--- src/rtl/micro_seq_if.sv ---
// Sequencer bus: instruction/flag inputs, control enables, table
// configuration port and the registered control-word outputs.
//   master : drives en/resume/opcode/flags/cfg_*, observes ctrl/status
//   slave  : the sequencer (micro_seq)
interface micro_seq_if #(
  parameter int unsigned OPW     = 4,
  parameter int unsigned FLW     = 2,
  parameter int unsigned CW      = 13,
  parameter int unsigned ENTRIES = 32
);
  localparam int unsigned KW = OPW + FLW + 1;
  localparam int unsigned IW = $clog2(ENTRIES);

  logic           en;
  logic           resume;
  logic [OPW-1:0] opcode;
  logic [FLW-1:0] flags;
  logic           cfg_we;
  logic [IW-1:0]  cfg_idx;
  logic           cfg_valid;
  logic [KW-1:0]  cfg_value;
  logic [KW-1:0]  cfg_mask;
  logic [CW-1:0]  cfg_word;
  logic [CW-1:0]  ctrl;
  logic           ctrl_valid;
  logic           hit;
  logic           phase;
  logic           halted;

  modport master (
    output en, resume, opcode, flags,
    output cfg_we, cfg_idx, cfg_valid, cfg_value, cfg_mask, cfg_word,
    input  ctrl, ctrl_valid, hit, phase, halted
  );

  modport slave (
    input  en, resume, opcode, flags,
    input  cfg_we, cfg_idx, cfg_valid, cfg_value, cfg_mask, cfg_word,
    output ctrl, ctrl_valid, hit, phase, halted
  );
endinterface

--- src/rtl/micro_seq.sv ---
// Programmable microcode sequencer. A priority-matched mask/value table
// maps {opcode, flags, phase} to a control word; a FETCH/EXEC phase FSM
// issues one registered control word per enabled cycle.
// Ports:
//   clk      rising-edge clock
//   reset_n  asynchronous active-low reset (clears outputs and valid bits)
//   bus      micro_seq_if.slave: en, resume, opcode, flags, cfg_* table
//            write port; ctrl, ctrl_valid, hit, phase, halted outputs
// Optional feature macro: MICRO_SEQ_MISS_HALT_EN -- a table miss during
// EXEC sends the FSM to HALT after issuing DEFAULT_WORD.
module micro_seq #(
  parameter int unsigned     OPW          = 4,
  parameter int unsigned     FLW          = 2,
  parameter int unsigned     CW           = 13,
  parameter int unsigned     ENTRIES      = 32,
  parameter logic [CW-1:0]   DEFAULT_WORD = CW'(13'b1000000001000),
  parameter int unsigned     HALT_BIT     = 0
) (
  input  logic          clk,
  input  logic          reset_n,
  micro_seq_if.slave    bus
);

  localparam int unsigned KW = OPW + FLW + 1;
  localparam int unsigned IW = $clog2(ENTRIES);

  typedef enum logic [1:0] {
    S_IDLE  = 2'd0,
    S_FETCH = 2'd1,
    S_EXEC  = 2'd2,
    S_HALT  = 2'd3
  } state_t;

  state_t state, state_nxt;

  // Table storage; only the valid bits need a reset value.
  logic [ENTRIES-1:0] valid_q;
  logic [KW-1:0]      value_q [ENTRIES];
  logic [KW-1:0]      mask_q  [ENTRIES];
  logic [CW-1:0]      word_q  [ENTRIES];

  logic [CW-1:0] ctrl_q;
  logic          ctrl_valid_q;
  logic          hit_q;
  logic          phase_q;
  logic          halted_q;

  logic [KW-1:0] key_c;
  logic          match_c;
  logic [CW-1:0] word_c;
  logic          lookup_c;
  logic          miss_halt_c;
  logic          wr_ok_c;

  // Priority match: scanning high-to-low lets the lowest index win.
  always_comb begin
    key_c   = {bus.opcode, bus.flags, (state == S_EXEC)};
    match_c = 1'b0;
    word_c  = DEFAULT_WORD;
    for (int i = ENTRIES - 1; i >= 0; i--) begin
      if (valid_q[i] && (((key_c ^ value_q[i]) & mask_q[i]) == '0)) begin
        match_c = 1'b1;
        word_c  = word_q[i];
      end
    end
  end

`ifdef MICRO_SEQ_MISS_HALT_EN
  assign miss_halt_c = !match_c;
`else
  assign miss_halt_c = 1'b0;
`endif

  // Next state and lookup strobe.
  always_comb begin
    state_nxt = state;
    lookup_c  = 1'b0;
    case (state)
      S_IDLE: begin
        if (bus.en) state_nxt = S_FETCH;
      end
      S_FETCH: begin
        if (bus.en) begin
          lookup_c  = 1'b1;
          state_nxt = S_EXEC;
        end
      end
      S_EXEC: begin
        if (bus.en) begin
          lookup_c  = 1'b1;
          state_nxt = (word_c[HALT_BIT] || miss_halt_c) ? S_HALT : S_FETCH;
        end
      end
      S_HALT: begin
        if (bus.resume) state_nxt = S_FETCH;
      end
      default: state_nxt = S_IDLE;
    endcase
  end

  // State and registered outputs; phase/halted follow the next state so
  // they change on the same edge as ctrl.
  always_ff @(posedge clk or negedge reset_n) begin
    if (!reset_n) begin
      state        <= S_IDLE;
      ctrl_q       <= '0;
      ctrl_valid_q <= 1'b0;
      hit_q        <= 1'b0;
      phase_q      <= 1'b0;
      halted_q     <= 1'b0;
    end else begin
      state        <= state_nxt;
      ctrl_valid_q <= lookup_c;
      phase_q      <= (state_nxt == S_EXEC);
      halted_q     <= (state_nxt == S_HALT);
      if (lookup_c) begin
        ctrl_q <= word_c;
        hit_q  <= match_c;
      end
    end
  end

  // Writes beyond ENTRIES (non power-of-2 tables) are dropped.
  assign wr_ok_c = bus.cfg_we && ({1'b0, bus.cfg_idx} < (IW + 1)'(ENTRIES));

  always_ff @(posedge clk or negedge reset_n) begin
    if (!reset_n) begin
      valid_q <= '0;
    end else if (wr_ok_c) begin
      valid_q[bus.cfg_idx] <= bus.cfg_valid;
    end
  end

  always_ff @(posedge clk) begin
    if (wr_ok_c) begin
      value_q[bus.cfg_idx] <= bus.cfg_value;
      mask_q[bus.cfg_idx]  <= bus.cfg_mask;
      word_q[bus.cfg_idx]  <= bus.cfg_word;
    end
  end

  assign bus.ctrl       = ctrl_q;
  assign bus.ctrl_valid = ctrl_valid_q;
  assign bus.hit        = hit_q;
  assign bus.phase      = phase_q;
  assign bus.halted     = halted_q;

endmodule

--- src/flat_wrapper.sv ---
// flat-port wrapper written by rule: the top's interface ports become plain ports
module micro_seq_flat 
#(
  parameter int unsigned     OPW          = 4,
  parameter int unsigned     FLW          = 2,
  parameter int unsigned     CW           = 13,
  parameter int unsigned     ENTRIES      = 32,
  parameter logic [CW-1:0]   DEFAULT_WORD = CW'(13'b1000000001000),
  parameter int unsigned     HALT_BIT     = 0
)
  (clk, reset_n, bus_en, bus_resume, bus_opcode, bus_flags, bus_cfg_we, bus_cfg_idx, bus_cfg_valid, bus_cfg_value, bus_cfg_mask, bus_cfg_word, bus_ctrl, bus_ctrl_valid, bus_hit, bus_phase, bus_halted);
  micro_seq_if #(.OPW(OPW), .FLW(FLW), .CW(CW), .ENTRIES(ENTRIES)) bus_i ();
  input  logic clk;
  input  logic reset_n;
  input wire logic [$bits(bus_i.en)-1:0] bus_en;
  input wire logic [$bits(bus_i.resume)-1:0] bus_resume;
  input wire logic [$bits(bus_i.opcode)-1:0] bus_opcode;
  input wire logic [$bits(bus_i.flags)-1:0] bus_flags;
  input wire logic [$bits(bus_i.cfg_we)-1:0] bus_cfg_we;
  input wire logic [$bits(bus_i.cfg_idx)-1:0] bus_cfg_idx;
  input wire logic [$bits(bus_i.cfg_valid)-1:0] bus_cfg_valid;
  input wire logic [$bits(bus_i.cfg_value)-1:0] bus_cfg_value;
  input wire logic [$bits(bus_i.cfg_mask)-1:0] bus_cfg_mask;
  input wire logic [$bits(bus_i.cfg_word)-1:0] bus_cfg_word;
  output wire logic [$bits(bus_i.ctrl)-1:0] bus_ctrl;
  output wire logic [$bits(bus_i.ctrl_valid)-1:0] bus_ctrl_valid;
  output wire logic [$bits(bus_i.hit)-1:0] bus_hit;
  output wire logic [$bits(bus_i.phase)-1:0] bus_phase;
  output wire logic [$bits(bus_i.halted)-1:0] bus_halted;
  assign bus_i.en = bus_en;
  assign bus_i.resume = bus_resume;
  assign bus_i.opcode = bus_opcode;
  assign bus_i.flags = bus_flags;
  assign bus_i.cfg_we = bus_cfg_we;
  assign bus_i.cfg_idx = bus_cfg_idx;
  assign bus_i.cfg_valid = bus_cfg_valid;
  assign bus_i.cfg_value = bus_cfg_value;
  assign bus_i.cfg_mask = bus_cfg_mask;
  assign bus_i.cfg_word = bus_cfg_word;
  assign bus_ctrl = bus_i.ctrl;
  assign bus_ctrl_valid = bus_i.ctrl_valid;
  assign bus_hit = bus_i.hit;
  assign bus_phase = bus_i.phase;
  assign bus_halted = bus_i.halted;
  micro_seq #(.OPW(OPW), .FLW(FLW), .CW(CW), .ENTRIES(ENTRIES), .DEFAULT_WORD(DEFAULT_WORD), .HALT_BIT(HALT_BIT)) u_core (.clk(clk), .reset_n(reset_n), .bus(bus_i));
endmodule
--- config.mk ---
export PLATFORM = sky130hd
export DESIGN_NAME = micro_seq_flat
export DESIGN_NICKNAME = d
export VERILOG_FILES = /design/src/rtl/micro_seq_if.sv /design/src/rtl/micro_seq.sv /design/src/flat_wrapper.sv
export SDC_FILE = /design/constraint.sdc
export NUM_CORES = 1
export LEC_CHECK = 0
export ABC_CLOCK_PERIOD_IN_PS = 3860
export BUFFER_PORTS_ARGS = -buffer_cell sky130_fd_sc_hd__buf_2
export CAP_MARGIN = 20
export CELL_PAD_IN_SITES_DETAIL_PLACEMENT = 1
export CELL_PAD_IN_SITES_GLOBAL_PLACEMENT = 1
export CORE_ASPECT_RATIO = 1.2
export CORE_MARGIN = 1
export CORE_UTILIZATION = 45
export CTS_BUF_LIST = sky130_fd_sc_hd__clkbuf_8
export CTS_CLUSTER_DIAMETER = 60
export CTS_CLUSTER_SIZE = 30
export DETAILED_ROUTE_END_ITERATION = 12
export HOLD_SLACK_MARGIN = 0.03
export PLACE_DENSITY = 0.68
export SYNTH_ARGS = -nofsm -noshare
export SYNTH_HDL_FRONTEND = slang
export SYNTH_SLANG_ARGS = --single-unit
--- constraint.sdc ---
create_clock -name clk -period 3.86 [get_ports clk]
set_clock_uncertainty 0.05 [all_clocks]
set_input_delay 0.772 -clock clk [delete_from_list [all_inputs] [get_ports clk]]
set_output_delay 0.772 -clock clk [all_outputs]
set_load 0.05 [all_outputs]
==> results of run 1 <==
[logic make-up (layout without fill, tap and decap cells)]
group	count (synthesis)	after routing	share of synthesized area, %
compound gates	473	473	9.90
xor+xnor	224	224	5.55
fa+ha+maj	4	4	0.141
buf+inv	118	346	1.91
flops	915	915	76.9
mux	32	32	1.02
other cells	0	1	0
simple gates	305	305	4.54
[routing by layer]
metal / vias to the layer above / wire, um
met4: 0 / 1850
li1: 8557 / -
met1: 10647 / 40300
met2: 645 / 49500
met3: 114 / 4590
met5: - / 0
[through the flow]
| stage | hold WS (ps) | setup TNS, ps | power, W |
|---|---|---|---|
| detailed placement | 432 | -1410 | 0.0144 |
| finish | 353 | 0 | 0.0190 |
| floorplan | 424 | 0 | 0.0131 |
| CTS | 162 | 0 | 0.0191 |
| global placement | 433 | -1140 | 0.0143 |
| global route | 367 | -7.28 | 0.0197 |
[layout by cell type (no fill, tap or decap), types with 42 or more instances in the layout]
| master | netlist | layout |
|---|---|---|
| o21ai_0 | 69 | 69 |
| nand2_1 | 67 | 67 |
| a22oi_1 | 91 | 91 |
| dfrtp_1 | 51 | 51 |
| buf_4 | 7 | 154 |
| clkbuf_8 | 0 | 47 |
| nor2_1 | 89 | 57 |
| edfxtp_1 | 864 | 864 |
| xor2_1 | 223 | 223 |
| a21oi_1 | 46 | 46 |
| a221oi_1 | 42 | 42 |
| buf_2 | 7 | 59 |
[worst paths after layout]
path | startpoint | endpoint | slack, ps | cells after the start
min in group asynchronous | reset_n | u_core.valid_q[7] | 480 | 2
setup / recovery | u_core.state[0] | u_core.bus.ctrl[12] | 150 | 14
max in group asynchronous | reset_n | u_core.state[1] | 2680 | 3
hold reg to reg | u_core.bus.hit | u_core.bus.hit | 460 | 2
setup reg to reg | u_core.state[0] | u_core.bus.ctrl[12] | 150 | 14
hold / removal | bus_en | u_core.state[0] | 350 | 3
[registers in the layout, summed over array words and instances, names as in the netlist]
signal and flops:
u_core.bus.phase 1, u_core.bus.halted 1, u_core.state 2, u_core.value_q 224
u_core.word_q 416, u_core.bus.ctrl 13, u_core.mask_q 224, u_core.bus.ctrl_valid 1
u_core.bus.hit 1, u_core.valid_q 32
[worst register-to-register path: cells and delay by family (launching register included)]
family,cells,cell delay (ps)
AO/OA/AOI/OAI,2,510
XOR/XNOR,1,220
adder cells (fa/ha/maj),1,240
buffers and inverters,4,740
flip-flops,1,460
AND/OR/NAND/NOR,6,1430
[repair_timing]
| item | CTS | global route |
|---|---|---|
| setup endpoints to repair | 6 | 6 |
| pin swaps | 2 | 2 |
| resized for setup | 6 | 10 |
| hold endpoints to repair | 0 | 17 |
| buffers inserted | 3 | 7 |
| hold buffers | 0 | 1 |
[power groups by stage]
stage	clock, W	combinational, W	sequential (W)
2_1_floorplan	0	0.00134	0.0117
3_3_place_gp	0	0.00282	0.0115
5_1_grt	0.00517	0.00320	0.0113
4_1_cts	0.00490	0.00294	0.0113
3_5_place_dp	0	0.00290	0.0115
6_report	0.00479	0.00299	0.0113
[area by class of cell]
| class | count | area, sq um |
|---|---|---|
| antenna | 1 | 2.50 |
| clock buffer | 47 | 647 |
| multi-input combinational | 1038 | 7630 |
| inverter | 27 | 101 |
| tap | 1026 | 1280 |
| timing repair buffer | 232 | 1820 |
| sequential | 915 | 27200 |
| clock inverter | 40 | 490 |
| fill | 7248 | 38600 |
==> results_dict.tcl, run 1 <==
set metrics [dict create \
    status "finished, final reports clean" \
    num_rows 112 \
    max_cap_violations 0 \
    cp.buffers_inverters 4 \
    fin_ws_ps 145 \
    final_antenna_net_count 0 \
    synthArstFlopShare_pct 5.57 \
    synth_ff_type "edfxtp_1" \
    p_sw_w 0.00542 \
    avgSynthCellArea_sq_um 17.1 \
    grt_max_degree 52 \
    yosys_warnings 0 \
    p_leak_nw 13.2 \
    grt_busiest_layer "met2" \
    antenna_found_initial 1 \
    hpwl_um 62000 \
    area_delta_synth_final_pct 10.8 \
    fmax_ghz 0.269 \
    clock_path_buffers 3 \
    pre_cts_ws_ps -402 \
    synthTopCellsByCount "864 x edfxtp_1, 223 x xor2_1, 91 x a22oi_1" \
    pin_count 61 \
    post-route-drc-count 0 \
    p_per_area_nw_per_um2 486 \
    portBuffers 60 \
    yosys_register_bits 915 \
    layout_min_cycle_time_ps 3710 \
    worstPathArrival_ps 4340 \
    clkPwrFrac_pct 25.2 \
    place_area_sq_um 37900 \
    cts-root-buf "clkbuf_8" \
    crit_family "simple AND/OR/NAND/NOR gates" \
    tightest_slew_ps 1140 \
    yosysSeqAreaShare_pct 76.9 \
    path_cells "inv_1 > ha_2 > buf_12 > xor2_1 > a22oi_1 > and4_1 > buf_4 > or2b_1 > buf_4 > nor3_1 > or3b_2 > a311oi_4 > nor3_1 > nor2_1" \
    relSlewSlack_pct 24.2 \
    dieArea_sq_um 79800 \
    drive_above_1_share_pct 18.8 \
    crit_type "reg2reg" \
    synth.cell_area_sq_um 35400 \
    fp.dieW_um 258 \
    clock_latency_ps 750 \
    synthTopCellsByArea "edfxtp_1 73%, xor2_1 5.5%, dfrtp_1 3.6%" \
    vias 19963 \
    yosysTopAreaCell "edfxtp_1" \
    ys_types 73 \
    p_int_w 0.0136 \
    cp_slowest_cell "or3b_2" \
    grtUsageMet3_pct 2.43 \
    synth-edff-count 864 \
    postSynthCellCount 2071 \
    cp.required_ps 4490 \
    postLayoutCoreUtil_pct 50.4 \
    first_global_vias 21207 \
    cp-start-kind "flop" \
    wl_um 96300 \
    grt_pass1_wl_um 142000 \
    synth_nets 2119 \
    met2_usage_pct 42.8 \
    num-nets-final 2309 \
    finalSetupViolCount 0 \
    initial_core_util_pct 45.5 \
    globalplace.congestion 0.845 \
    stdcell_area_sq_um 39200 \
    grt.overflow.total 0 \
    hold_viol 0 \
    die-height_um 309 \
    critPathCaptureType "flop" \
    p_sw_share_pct 28.4 \
    dpl.cell_count 3226 \
    grt.total_usage_pct 24.3 \
    dr.pass1.iters 5 \
    drtIter0Drc 1960 \
    slew_viol_final 0 \
    cp_slowest_stage_delay_ps 510 \
    vias_per_cell 6.00 \
    cts_tree "yes" \
    fin_cells 3326 \
    post-synth-top-count-cell "edfxtp_1" \
    p_seq_share_pct 59.1 \
    cts.sinks 915 \
    h-tree-depth 2 \
    p_comb_share_pct 15.7 \
    wl_per_cell_um 28.9 \
    hold_class "in2reg" \
    ir_drop_v 0.000280 \
    finalCritPeriodShare_pct 96.2 \
    use_met1_pct 32.5 \
    yosysTopAreaCellShare_pct 73.3 \
    path_clk_slew_ps 150 \
    core-area_sq_um 77800 \
    critPathMaxFanout 15 \
    numCtsBuffers 47 \
]
(Power assumes the default switching activity.)
==> run 2, diff against run 1 <==
--- a/config.mk
+++ b/config.mk
@@ -5,8 +5,8 @@
 export SDC_FILE = /design/constraint.sdc
 export NUM_CORES = 1
 export LEC_CHECK = 0
-export ABC_CLOCK_PERIOD_IN_PS = 3860
-export BUFFER_PORTS_ARGS = -buffer_cell sky130_fd_sc_hd__buf_2
+export ABC_CLOCK_PERIOD_IN_PS = 3600
+export BUFFER_PORTS_ARGS = -buffer_cell sky130_fd_sc_hd__buf_4
 export CAP_MARGIN = 20
 export CELL_PAD_IN_SITES_DETAIL_PLACEMENT = 1
 export CELL_PAD_IN_SITES_GLOBAL_PLACEMENT = 1
==> constraint.sdc (replaced) <==
create_clock -name clk -period 3.6 [get_ports clk]
set_clock_uncertainty 0.05 [all_clocks]
set_input_delay 0.72 -clock clk [delete_from_list [all_inputs] [get_ports clk]]
set_output_delay 0.72 -clock clk [all_outputs]
set_load 0.05 [all_outputs]
==> results_dict.tcl, run 2 (synthesis results as in run 1) <==
set metrics [dict create \
    grt.total_usage_pct 24.0 \
    die-height_um 309 \
    place_area_sq_um 38600 \
    tns_ps 0 \
    crit_type "reg2reg" \
    hold_class "in2reg" \
    path_clk_slew_ps 150 \
    cp_slowest_stage_delay_ps 500 \
    cp.required_ps 4200 \
    ir_drop_v 0.000248 \
    worstPathArrival_ps 4060 \
    vias 19883 \
    tightest_slew_ps 780 \
    first_global_vias 20966 \
    path_cells "inv_2 > ha_4 > buf_12 > buf_6 > xor2_2 > a22oi_1 > nand4_2 > nand3_2 > a211o_1 > or4_4 > nor4b_2 > buf_4 > o311a_4 > nor3b_2" \
    hpwl_um 62200 \
    status "finished, final reports clean" \
    grt_pass1_wl_um 140000 \
    critPathMaxFanout 13 \
    globalplace.congestion 0.837 \
    clkPwrFrac_pct 24.8 \
    dr.pass1.iters 5 \
    p_leak_nw 13.6 \
    drive_above_1_share_pct 21.2 \
    num-nets-final 2368 \
    clock_latency_ps 740 \
    wl_um 95800 \
    dieArea_sq_um 79800 \
    final_cell_mix "864 x edfxtp_1, 258 x buf_4, 222 x xor2_1" \
    p_comb_share_pct 16.7 \
    fmax_ghz 0.289 \
    finalCritPeriodShare_pct 96.2 \
    n_fill_cell 7288 \
    worst-r2r-setup-slack_ps 140 \
    largest_reg_flops 416 \
    p_sw_w 0.00574 \
    max_cap_violations 0 \
    stdcell_area_sq_um 40000 \
    cp.buffers_inverters 4 \
    clock_path_buffers 3 \
    cts-root-buf "clkbuf_8" \
    finalPower_w 0.0206 \
    final_antenna_net_count 0 \
    slew_viol_final 0 \
    core-area_sq_um 77800 \
    p_per_area_nw_per_um2 516 \
    antenna_found_initial 1 \
    p_sw_share_pct 27.9 \
    pin_count 61 \
    crit_family "simple AND/OR/NAND/NOR gates" \
    cp-start-kind "flop" \
    cts_tree "yes" \
    vias_per_cell 5.87 \
    fp.dieW_um 258 \
    final_common_cell "edfxtp_1" \
    reg_top3 "u_core.word_q x416, u_core.mask_q x224, u_core.value_q x224" \
    wl_per_cell_um 28.3 \
    top_register "u_core.word_q" \
    p_int_w 0.0149 \
    cp_slowest_cell "or4_4" \
    portBuffers 60 \
    cts.sinks 915 \
    layout_min_cycle_time_ps 3460 \
    hold_viol 0 \
    drtIter0Drc 1705 \
    p_seq_share_pct 58.5 \
    initial_core_util_pct 45.5 \
    critPathCaptureType "flop" \
    grt.overflow.total 0 \
    finalSetupViolCount 0 \
    num_rows 112 \
    area_delta_synth_final_pct 13.0 \
    grt_max_degree 33 \
    post-route-drc-count 0 \
    rsz0062_at_grt "yes" \
    relSlewSlack_pct 47.9 \
    h-tree-depth 2 \
    numCtsBuffers 46 \
]
[run 2: changes by cell type in the layout (fill, tap and decap cells not counted), sizes merged]
cell / change
clkinv: -1
buf: +60
clkinvlp: -4
bufinv: +1
inv: +1
clkbuf: +2
[run 2: worst reg2reg max path, stage by stage (launching register included)]
cell,delay [ps]
dfrtp_1,440
inv_2,110
ha_4,190
buf_12,190
buf_6,190
xor2_2,140
a22oi_1,110
nand4_2,210
nand3_2,120
a211o_1,280
or4_4,500
nor4b_2,180
buf_4,160
o311a_4,370
nor3b_2,160
[run 2: routing by layer]
| layer | track usage, % | vias up | wire length, um |
|---|---|---|---|
| li1 | - | 8673 | - |
| met1 | 31.7 | 10558 | 40200 |
| met2 | 42.7 | 537 | 49500 |
| met3 | 2.26 | 115 | 3900 |
| met4 | 5.97 | 0 | 2290 |
| met5 | 0 | - | 0 |
[run 2: repair_timing]
item,4_1_cts,5_1_grt
endpoints found under the setup margin,7,11
gates cloned,0,0
pin swaps,0,4
hold endpoints to repair,20,0
setup buffers,1,9
gates resized for setup,6,28
hold buffers,1,0
[run 2: cell type report]
| cell class | instances | area [sq um] | share of cell area, % |
|---|---|---|---|
| clock inverter | 37 | 443 | 1.11 |
| multi-input combinational | 1038 | 7680 | 19.2 |
| inverter | 27 | 101 | 0.253 |
| sequential | 915 | 27200 | 68.1 |
| antenna | 1 | 2.50 | 0.00626 |
| clock buffer | 49 | 674 | 1.69 |
| timing repair buffer | 292 | 2580 | 6.44 |
| tap | 1026 | 1280 | 3.21 |
[run 2: power by group through the flow]
stage	clock, W	sequential, W	combinational, W
after floorplan	0	0.0126	0.00143
after global placement	0	0.0123	0.00320
after detailed placement	0	0.0123	0.00329
after CTS	0.00520	0.0121	0.00334
after global routing	0.00548	0.0121	0.00367
final	0.00510	0.0121	0.00344
[run 2: per-stage QoR]
step	hold WS [ps]	utilization [%]	setup slack (ps)	cells
after floorplan	374	-	429	2071
after global placement	434	49.7	-372	3287
after detailed placement	442	49.7	-393	3287
after CTS	216	51.2	41.9	3375
after global routing	248	51.4	-12.4	3385
final	267	51.4	136	3385
[run 2: final timing paths]
check,from,endpoint,cells past startpoint
worst max-delay path,u_core.state[0],u_core.bus.halted,14
worst min-delay path,bus_en,u_core.state[1],3
worst max register to register,u_core.state[0],u_core.bus.halted,14
worst min register to register,u_core.valid_q[16],u_core.valid_q[16],1
max in group asynchronous,reset_n,u_core.bus.ctrl[8],3
min in group asynchronous,reset_n,u_core.valid_q[3],2
==> run 3, diff against run 2 <==
--- a/config.mk
+++ b/config.mk
@@ -6,7 +6,6 @@
 export NUM_CORES = 1
 export LEC_CHECK = 0
 export ABC_CLOCK_PERIOD_IN_PS = 3600
-export BUFFER_PORTS_ARGS = -buffer_cell sky130_fd_sc_hd__buf_4
 export CAP_MARGIN = 20
 export CELL_PAD_IN_SITES_DETAIL_PLACEMENT = 1
 export CELL_PAD_IN_SITES_GLOBAL_PLACEMENT = 1
@@ -17,8 +16,9 @@
 export CTS_CLUSTER_DIAMETER = 60
 export CTS_CLUSTER_SIZE = 30
 export DETAILED_ROUTE_END_ITERATION = 12
+export DONT_BUFFER_PORTS = 1
 export HOLD_SLACK_MARGIN = 0.03
-export PLACE_DENSITY = 0.68
+export PLACE_DENSITY = 0.67
 export SYNTH_ARGS = -nofsm -noshare
 export SYNTH_HDL_FRONTEND = slang
 export SYNTH_SLANG_ARGS = --single-unit
==> results_dict.tcl, run 3 (synthesis results as in run 1) <==
set metrics [dict create \
    status "finished, final reports clean" \
    num-nets-final 2268 \
    pin_count 61 \
    reg_top3 "u_core.word_q x416, u_core.mask_q x224, u_core.value_q x224" \
    dieArea_sq_um 79800 \
    tightest_slew_ps 1130 \
    crit_family "simple AND/OR/NAND/NOR gates" \
    dr.pass1.iters 5 \
    path_clk_slew_ps 170 \
    cp.required_ps 4190 \
    stdcell_area_sq_um 39400 \
    place_area_sq_um 37400 \
    cp_slowest_stage_delay_ps 490 \
    crit_top_cell "nor3_1" \
    drtIter0Drc 1928 \
    path_cells "ha_4 > buf_12 > buf_16 > xor2_1 > a22oi_1 > and4_1 > buf_6 > nor3_1 > o311a_1 > or3b_2 > a311oi_4 > nor3_1 > nor2_1" \
    post-route-drc-count 0 \
    top_register "u_core.word_q" \
    r2r_start "u_core.state[1]" \
    postLayoutCoreUtil_pct 50.6 \
    cts-root-buf "clkbuf_8" \
    hold_viol 0 \
    drive_above_1_share_pct 16.9 \
    cts_tree "yes" \
    finalCritPeriodShare_pct 97.2 \
    largest_reg_flops 416 \
    portBuffers 0 \
    grt_pass1_wl_um 143000 \
    finalSetupViolCount 0 \
    p_per_area_nw_per_um2 521 \
    core-area_sq_um 77800 \
    worstSetupStartpoint "u_core.state[1]" \
    hold_class "in2reg" \
    first_global_vias 20818 \
    clock_path_buffers 3 \
    hpwl_um 59300 \
    p_leak_nw 13.2 \
    clock_latency_ps 750 \
    layout_min_cycle_time_ps 3500 \
    fp.dieW_um 258 \
    h-tree-depth 2 \
    max_cap_violations 0 \
    die-height_um 309 \
    final_antenna_net_count 0 \
    cts.sinks 915 \
    dpl.cell_count 3154 \
    ir_drop_v 0.000386 \
    min_from "bus_cfg_valid" \
    cp_slowest_cell "or3b_2" \
    cp.buffers_inverters 3 \
    area_delta_synth_final_pct 11.2 \
    initial_core_util_pct 45.5 \
    worstPathArrival_ps 4090 \
    grt_max_degree 52 \
    critPathCaptureType "flop" \
    vias 19717 \
    crit_type "reg2reg" \
    grt.overflow.total 0 \
    fmax_ghz 0.286 \
    antenna_found_initial 3 \
    slew_viol_final 0 \
    relSlewSlack_pct 24.7 \
    wl_um 98800 \
    fin_cells 3288 \
    globalplace.congestion 0.849 \
    final_cell_mix "864 x edfxtp_1, 222 x xor2_1, 143 x buf_4" \
    num_rows 112 \
    wl_per_cell_um 30.1 \
    vias_per_cell 6.00 \
    grt.total_usage_pct 24.7 \
    numCtsBuffers 49 \
    cp-start-kind "flop" \
    final_common_cell "edfxtp_1" \
    critPathMaxFanout 15 \
]
run 3: final timing paths:
| kind | endpoint | slack [ps] | depth (start not counted) |
|---|---|---|---|
| worst max-delay path | u_core.bus.ctrl[3] | 100 | 13 |
| worst min-delay path | u_core.valid_q[7] | 100 | 1 |
| worst max register to register | u_core.bus.ctrl[3] | 100 | 13 |
| worst min register to register | u_core.valid_q[12] | 470 | 1 |
| max in group asynchronous | u_core.valid_q[24] | 2530 | 2 |
| min in group asynchronous | u_core.bus.ctrl_valid | 580 | 2 |
run 3: routing by layer:
layer  part of all wire (%)  vias to the layer above  track usage, %
li1                       -                     8493               -
met1                     41                    10537            32.4
met2                     51                      580            43.6
met3                    5.7                      105            3.60
met4                    1.8                        2            5.44
met5                  0.013                        -               0
run 3: area by class of cell:
cell class / count / area [sq um]
inverter: 27 / 101
timing repair buffer: 189 / 1870
fill: 7220 / 38400
clock inverter: 41 / 510
clock buffer: 51 / 702
tap: 1026 / 1280
multi-input combinational: 1038 / 7660
antenna: 1 / 2.50
sequential: 915 / 27200
run 3: through the flow:
step	setup slack (ps)	hold WS, ps	TNS [ps]	power (W)
global placement	-199	377	-385	0.0149
finish	101	104	0	0.0205
floorplan	429	374	0	0.0140
detailed placement	-267	376	-893	0.0150
global route	-16.3	49.9	-30.8	0.0211
CTS	-21.3	36.6	-21.3	0.0205
run 3: repair_timing:
item                                   4_1_cts  5_1_grt
gates resized for setup                      9       13
setup endpoints to repair                    7       13
pin swaps                                    1        4
endpoints found under the hold margin      888        0
hold buffers                                38        0
setup buffers                                0        2
run 3: report_power, final:
| group | internal (W) | total, W | switching (W) |
|---|---|---|---|
| clock | 0.00172 | 0.00534 | 0.00362 |
| sequential | 0.0119 | 0.0124 | 0.000478 |
| combinational | 0.00114 | 0.00277 | 0.00163 |
| total | 0.0148 | 0.0205 | 0.00574 |
run 3: worst reg2reg max path: stages, from the launching register on:
cell and delay [ps]:
dfrtp_1 450, ha_4 200, buf_12 150, buf_16 170, xor2_1 190, a22oi_1 130, and4_1 330, buf_6 210
nor3_1 70, o311a_1 340, or3b_2 490, a311oi_4 420, nor3_1 120, nor2_1 100
